### src/rtl/sch_sweep_ctrl.sv
// Exhaustive operand sweeper for cross-checking two Sch datapath implementations.
// Drives every operand vector, waits a settle time, compares both result words and logs failures.
module sch_sweep_ctrl #(
  parameter int unsigned N      = 4,
  parameter int unsigned SETTLE = 1,
  localparam int unsigned VW    = 5 * N + 1,
  localparam int unsigned RW    = 4 * N + 1
) (
  input  logic          clk,
  input  logic          rst,
  input  logic          start,
  input  logic          stop,
  output logic          busy,
  output logic          done,
  output logic          cin,
  output logic [N-1:0]  a1,
  output logic [N-1:0]  a0,
  output logic [N-1:0]  m2,
  output logic [N-1:0]  m1,
  output logic [N-1:0]  m0,
  input  logic [RW-1:0] res1,
  input  logic [RW-1:0] res2,
  output logic [15:0]   mismatch_cnt,
  output logic          first_bad_valid,
  output logic [VW-1:0] first_bad_vec
);

  typedef enum logic [1:0] {
    S_IDLE,
    S_SETTLE,
    S_CHECK,
    S_DONE
  } state_t;

  localparam int unsigned CW = (SETTLE < 2) ? 1 : $clog2(SETTLE);
  localparam logic [CW-1:0] RELOAD = CW'((SETTLE > 0) ? SETTLE - 1 : 0);
  // With no settle time each vector is compared in the cycle it appears.
  localparam state_t AFTER_VEC = (SETTLE > 0) ? S_SETTLE : S_CHECK;

  state_t        state;
  logic [VW-1:0] vec;
  logic [CW-1:0] settle_cnt;

  assign {cin, a1, a0, m2, m1, m0} = vec;

  // NOTE: every register here uses non-blocking assignment so all branches see this edge's values.
  always_ff @(posedge clk) begin
    if (rst) begin
      state           <= S_IDLE;
      vec             <= '0;
      settle_cnt      <= '0;
      busy            <= 1'b0;
      done            <= 1'b0;
      mismatch_cnt    <= '0;
      first_bad_valid <= 1'b0;
      first_bad_vec   <= '0;
    end else if (stop) begin
      state <= S_IDLE;
      busy  <= 1'b0;
      done  <= 1'b0;
    end else begin
      case (state)
        S_IDLE, S_DONE: begin
          if (start) begin
            vec             <= '0;
            mismatch_cnt    <= '0;
            first_bad_valid <= 1'b0;
            done            <= 1'b0;
            busy            <= 1'b1;
            settle_cnt      <= RELOAD;
            state           <= AFTER_VEC;
          end
        end
        S_SETTLE: begin
          if (settle_cnt == '0) begin
            state <= S_CHECK;
          end else begin
            settle_cnt <= settle_cnt - 1'b1;
          end
        end
        S_CHECK: begin
          if (res1 != res2) begin
            if (mismatch_cnt != 16'hFFFF) begin
              mismatch_cnt <= mismatch_cnt + 16'd1;
            end
            if (!first_bad_valid) begin
              first_bad_vec   <= vec;
              first_bad_valid <= 1'b1;
            end
          end
          if (&vec) begin
            state <= S_DONE;
            busy  <= 1'b0;
            done  <= 1'b1;
          end else begin
            vec        <= vec + 1'b1;
            settle_cnt <= RELOAD;
            state      <= AFTER_VEC;
          end
        end
        default: begin
          state <= S_IDLE;
          busy  <= 1'b0;
          done  <= 1'b0;
        end
      endcase
    end
  end

endmodule

### config.mk
export PLATFORM = sky130hd
export DESIGN_NAME = sch_sweep_ctrl
export DESIGN_NICKNAME = d
export VERILOG_FILES = /design/src/rtl/sch_sweep_ctrl.sv
export SDC_FILE = /design/constraint.sdc
export NUM_CORES = 1
export LEC_CHECK = 0
export ABC_AREA = 1
export BUFFER_PORTS_ARGS = -buffer_cell sky130_fd_sc_hd__clkbuf_2
export CORE_MARGIN = 1
export CORE_UTILIZATION = 35
export CTS_CLUSTER_DIAMETER = 150
export CTS_CLUSTER_SIZE = 12
export DETAILED_ROUTE_END_ITERATION = 10
export GPL_TIMING_DRIVEN = 0
export MAX_ROUTING_LAYER = met4
export PLACE_DENSITY = 0.58
export SLEW_MARGIN = 30
export SYNTH_ARGS = -nofsm -noshare
export SYNTH_HDL_FRONTEND = slang
export SYNTH_SLANG_ARGS = --single-unit
### constraint.sdc
create_clock -name clk -period 2.5 [get_ports clk]
set_clock_uncertainty 0.2 [all_clocks]
set_input_delay 0.25 -clock clk [delete_from_list [all_inputs] [get_ports clk]]
set_output_delay 0.25 -clock clk [all_outputs]
set_load 0.01 [all_outputs]
==> impl_metrics.py <==
metrics = {
    "yosys": {
        "netlist_area_um2": 3610,
        "synthFlopType": "dfxtp_1",
        "syn_area_per_cell_um2": 6.42,
        "synthArstFlopShare_pct": 0,
        "synthAdderAreaFrac_pct": 1.73,
        "synth_top_family_by_area": "simple AND/OR/NAND/NOR gates",
        "ys_ff_latch": 63,
        "synth-edff-count": 0,
        "yosys.cell_types.count": 29,
        "synthXorXnorAreaFrac_pct": 3.88,
        "ys_seq_area_share_pct": 35.0,
        "syn_nets": 605,
        "yosys.area_share.simple_pct": 39.9,
        "yosysWarnings": 0,
        "synthMuxAreaShare_pct": 0,
        "synth_cells": 562,
        "synth_compound_area_share_pct": 9.81,
    },
    "worst_hold_path": {
        "hp-class": "in2reg",
    },
    "drt": {
        "vias_per_cell": 4.78,
        "dr.first_iter.drc_count": 164,
        "drtPass1Iterations": 4,
        "drc": 0,
        "wirelength_um": 9980,
        "dr_total_vias": 3860,
        "wl_per_cell_um": 12.4,
        "ant_nets": 0,
    },
    "sta": {
        "fin_tns_setup_ps": 0,
        "post-route-period-util_pct": 91.8,
        "rsz0062_at_grt": "no",
        "relSlewSlack_pct": 58.8,
        "fmax_mhz": 436,
        "slew_violations": 0,
        "tightestPinTransition_ps": 619,
        "hold_viol_final": 0,
        "final.setup.worst_slack_ps": 206,
        "setup_viol": 0,
        "finalCriticalPeriod_ps": 2290,
    },
    "power_and_ir_drop": {
        "clock_power_share_pct": 43.7,
        "leakage_nw": 1.95,
        "share_seq_of_total_power_pct": 46.2,
        "swShare_pct": 25.9,
        "p_per_area_nw_per_um2": 502,
        "intPower_mw": 1.66,
        "ir_worst_vdd_mv": 0.207,
        "p_comb_share_pct": 10.1,
        "power.switching_mw": 0.582,
    },
    "finish": {
        "layout_commonest_cell": "nand2_1",
        "area_delta_synth_final_pct": 24.0,
        "final_nets": 713,
        "antennaDiodeCount": 0,
        "final_cell_mix": "126 x nand2_1, 119 x nor2_1, 97 x clkbuf_2",
        "drive_gt1_share_pct": 21.6,
    },
    "placed_design": {
        "place_hpwl_um": 7640,
        "place_ws_ps": 111,
        "port_buffers": 97,
        "gp_congestion": 0.886,
    },
    "status": {
        "status": "finished, final reports clean",
    },
    "setup_path": {
        "crit_path_cell_trace": "inv_1 > ha_1 > inv_1 > nor2_1 > a21oi_2 > nand2_1 > inv_2 > nand2_2 > nand2_2 > inv_2 > o21ai_0 > a21oi_1",
        "end_kind": "flip-flop",
        "critPathBufInv": 4,
        "cp-start-kind": "flip-flop",
        "cp_max_fo": 10,
        "crit_type": "reg2reg",
        "crit_family": "simple AND/OR/NAND/NOR gates",
        "critical_path_arrival_ps": 2380,
        "required_ps": 2590,
        "crit_path_top_delay_cell": "dfxtp_1",
        "cp_slowest_stage_delay_ps": 380,
    },
    "global_routing": {
        "grt_pass1_wl_um": 17000,
        "grt_antenna_before_repair": 0,
        "grt_max_degree": 12,
        "overflow": 0,
        "gr-usage-all-layers_pct": 19.9,
        "grt_pass1_vias": 3599,
    },
    "floorplanning": {
        "start_util_pct": 36.6,
        "core_area_um2": 9860,
        "dieArea_um2": 10700,
        "io_pins": 99,
        "die_w_um": 104,
        "rows": 36,
        "die_h_um": 104,
    },
    "job": {
        "max_cap_viol_count": 0,
    },
    "clock_network": {
        "clk_pin_slew_worst_paths_ps": 70,
        "htreeDepth": 3,
        "cts-root-buf": "clkbuf_8",
        "cts_buffers": 9,
        "cts.path.max_buffers": 2,
        "cts_setup_buffers": 0,
        "cts_tree": "done",
        "cts.sinks": 63,
        "clk-insertion-delay-late_ps": 350,
    },
}
power groups by stage:
stage | registers (mW) | clock network (mW) | logic, mW
floorplan | 1.06 | 0 | 0.136
global placement | 1.06 | 0 | 0.222
detailed placement | 1.06 | 0 | 0.227
CTS | 1.04 | 0.999 | 0.228
global route | 1.04 | 1.05 | 0.258
finish | 1.04 | 0.980 | 0.227
layer usage:
| metal | up-vias | global-route usage (%) | part of all wire [%] |
|---|---|---|---|
| li1 | 2008 | - | - |
| met1 | 1756 | 25.2 | 48 |
| met2 | 84 | 31.5 | 47 |
| met3 | 12 | 4.03 | 4.2 |
| met4 | 0 | 6.52 | 1.1 |
| met5 | - | - | 0 |
cells by family after synthesis:
family,Yosys count
fa+ha+maj,5
xor+xnor,16
buf+inv,83
simple gates,326
flops,63
compound gates,69
synth_stat cells (5+ instances only):
cell type / count / area share, %
xnor2_1: 7 / 1.7
nand4_1: 13 / 2.3
dfxtp_1: 63 / 35
ha_1: 5 / 1.7
nand2_1: 127 / 13
clkbuf_1: 6 / 0.62
o21ai_0: 33 / 4.6
inv_1: 64 / 6.7
nor3_1: 14 / 1.9
buf_2: 6 / 0.83
nand3_2: 5 / 1.4
nor2_1: 119 / 12
nand3_1: 30 / 4.2
a21oi_1: 30 / 4.2
xor2_1: 9 / 2.2
worst paths after layout:
| path | startpoint | endpoint | slack, ps | cells after the start |
|---|---|---|---|---|
| max | state[0] | vec[10] | 210 | 12 |
| min | start | state[1] | 10 | 4 |
| max reg2reg | state[0] | vec[10] | 210 | 12 |
| min reg2reg | done | done | 270 | 2 |
metrics by stage:
step | power (mW) | util, % | cell area (um^2) | hold slack (ps) | cells
after floorplan | 1.20 | - | 3610 | 227 | 562
after global placement | 1.28 | 43.2 | 4260 | 255 | 792
after detailed placement | 1.29 | 43.2 | 4260 | 262 | 792
after CTS | 2.27 | 45.3 | 4470 | 11.1 | 808
after global routing | 2.35 | 45.4 | 4480 | 39.6 | 808
final | 2.24 | 45.4 | 4480 | 14.4 | 808
repair_timing:
item                                    CTS  global route
endpoints found under the setup margin    0             8
resized for setup                         0             1
hold buffers                              0             0
cell type report:
| cell class | count | area, um^2 |
|---|---|---|
| sequential | 63 | 1260 |
| fill | 1103 | 5390 |
| clock buffer | 10 | 128 |
| timing repair buffer | 97 | 485 |
| tap | 133 | 166 |
| clock inverter | 6 | 85.1 |
| buffer | 16 | 97.6 |
| inverter | 67 | 251 |
| multi-input combinational | 416 | 2000 |
sequential cells by signal, indices dropped and copies added (netlist names):
signal           cells
vec                 21
first_bad_vec       21
mismatch_cnt        16
first_bad_valid      1
state                2
done                 1
busy                 1
worst register-to-register path: stages (launching register included):
cell and delay [ps]:
dfxtp_1 380, inv_1 60, ha_1 270, inv_1 60, nor2_1 190, a21oi_2 90, nand2_1 80, inv_2 60
nand2_2 240, nand2_2 180, inv_2 190, o21ai_0 110, a21oi_1 130
(Power assumes the default switching activity.)
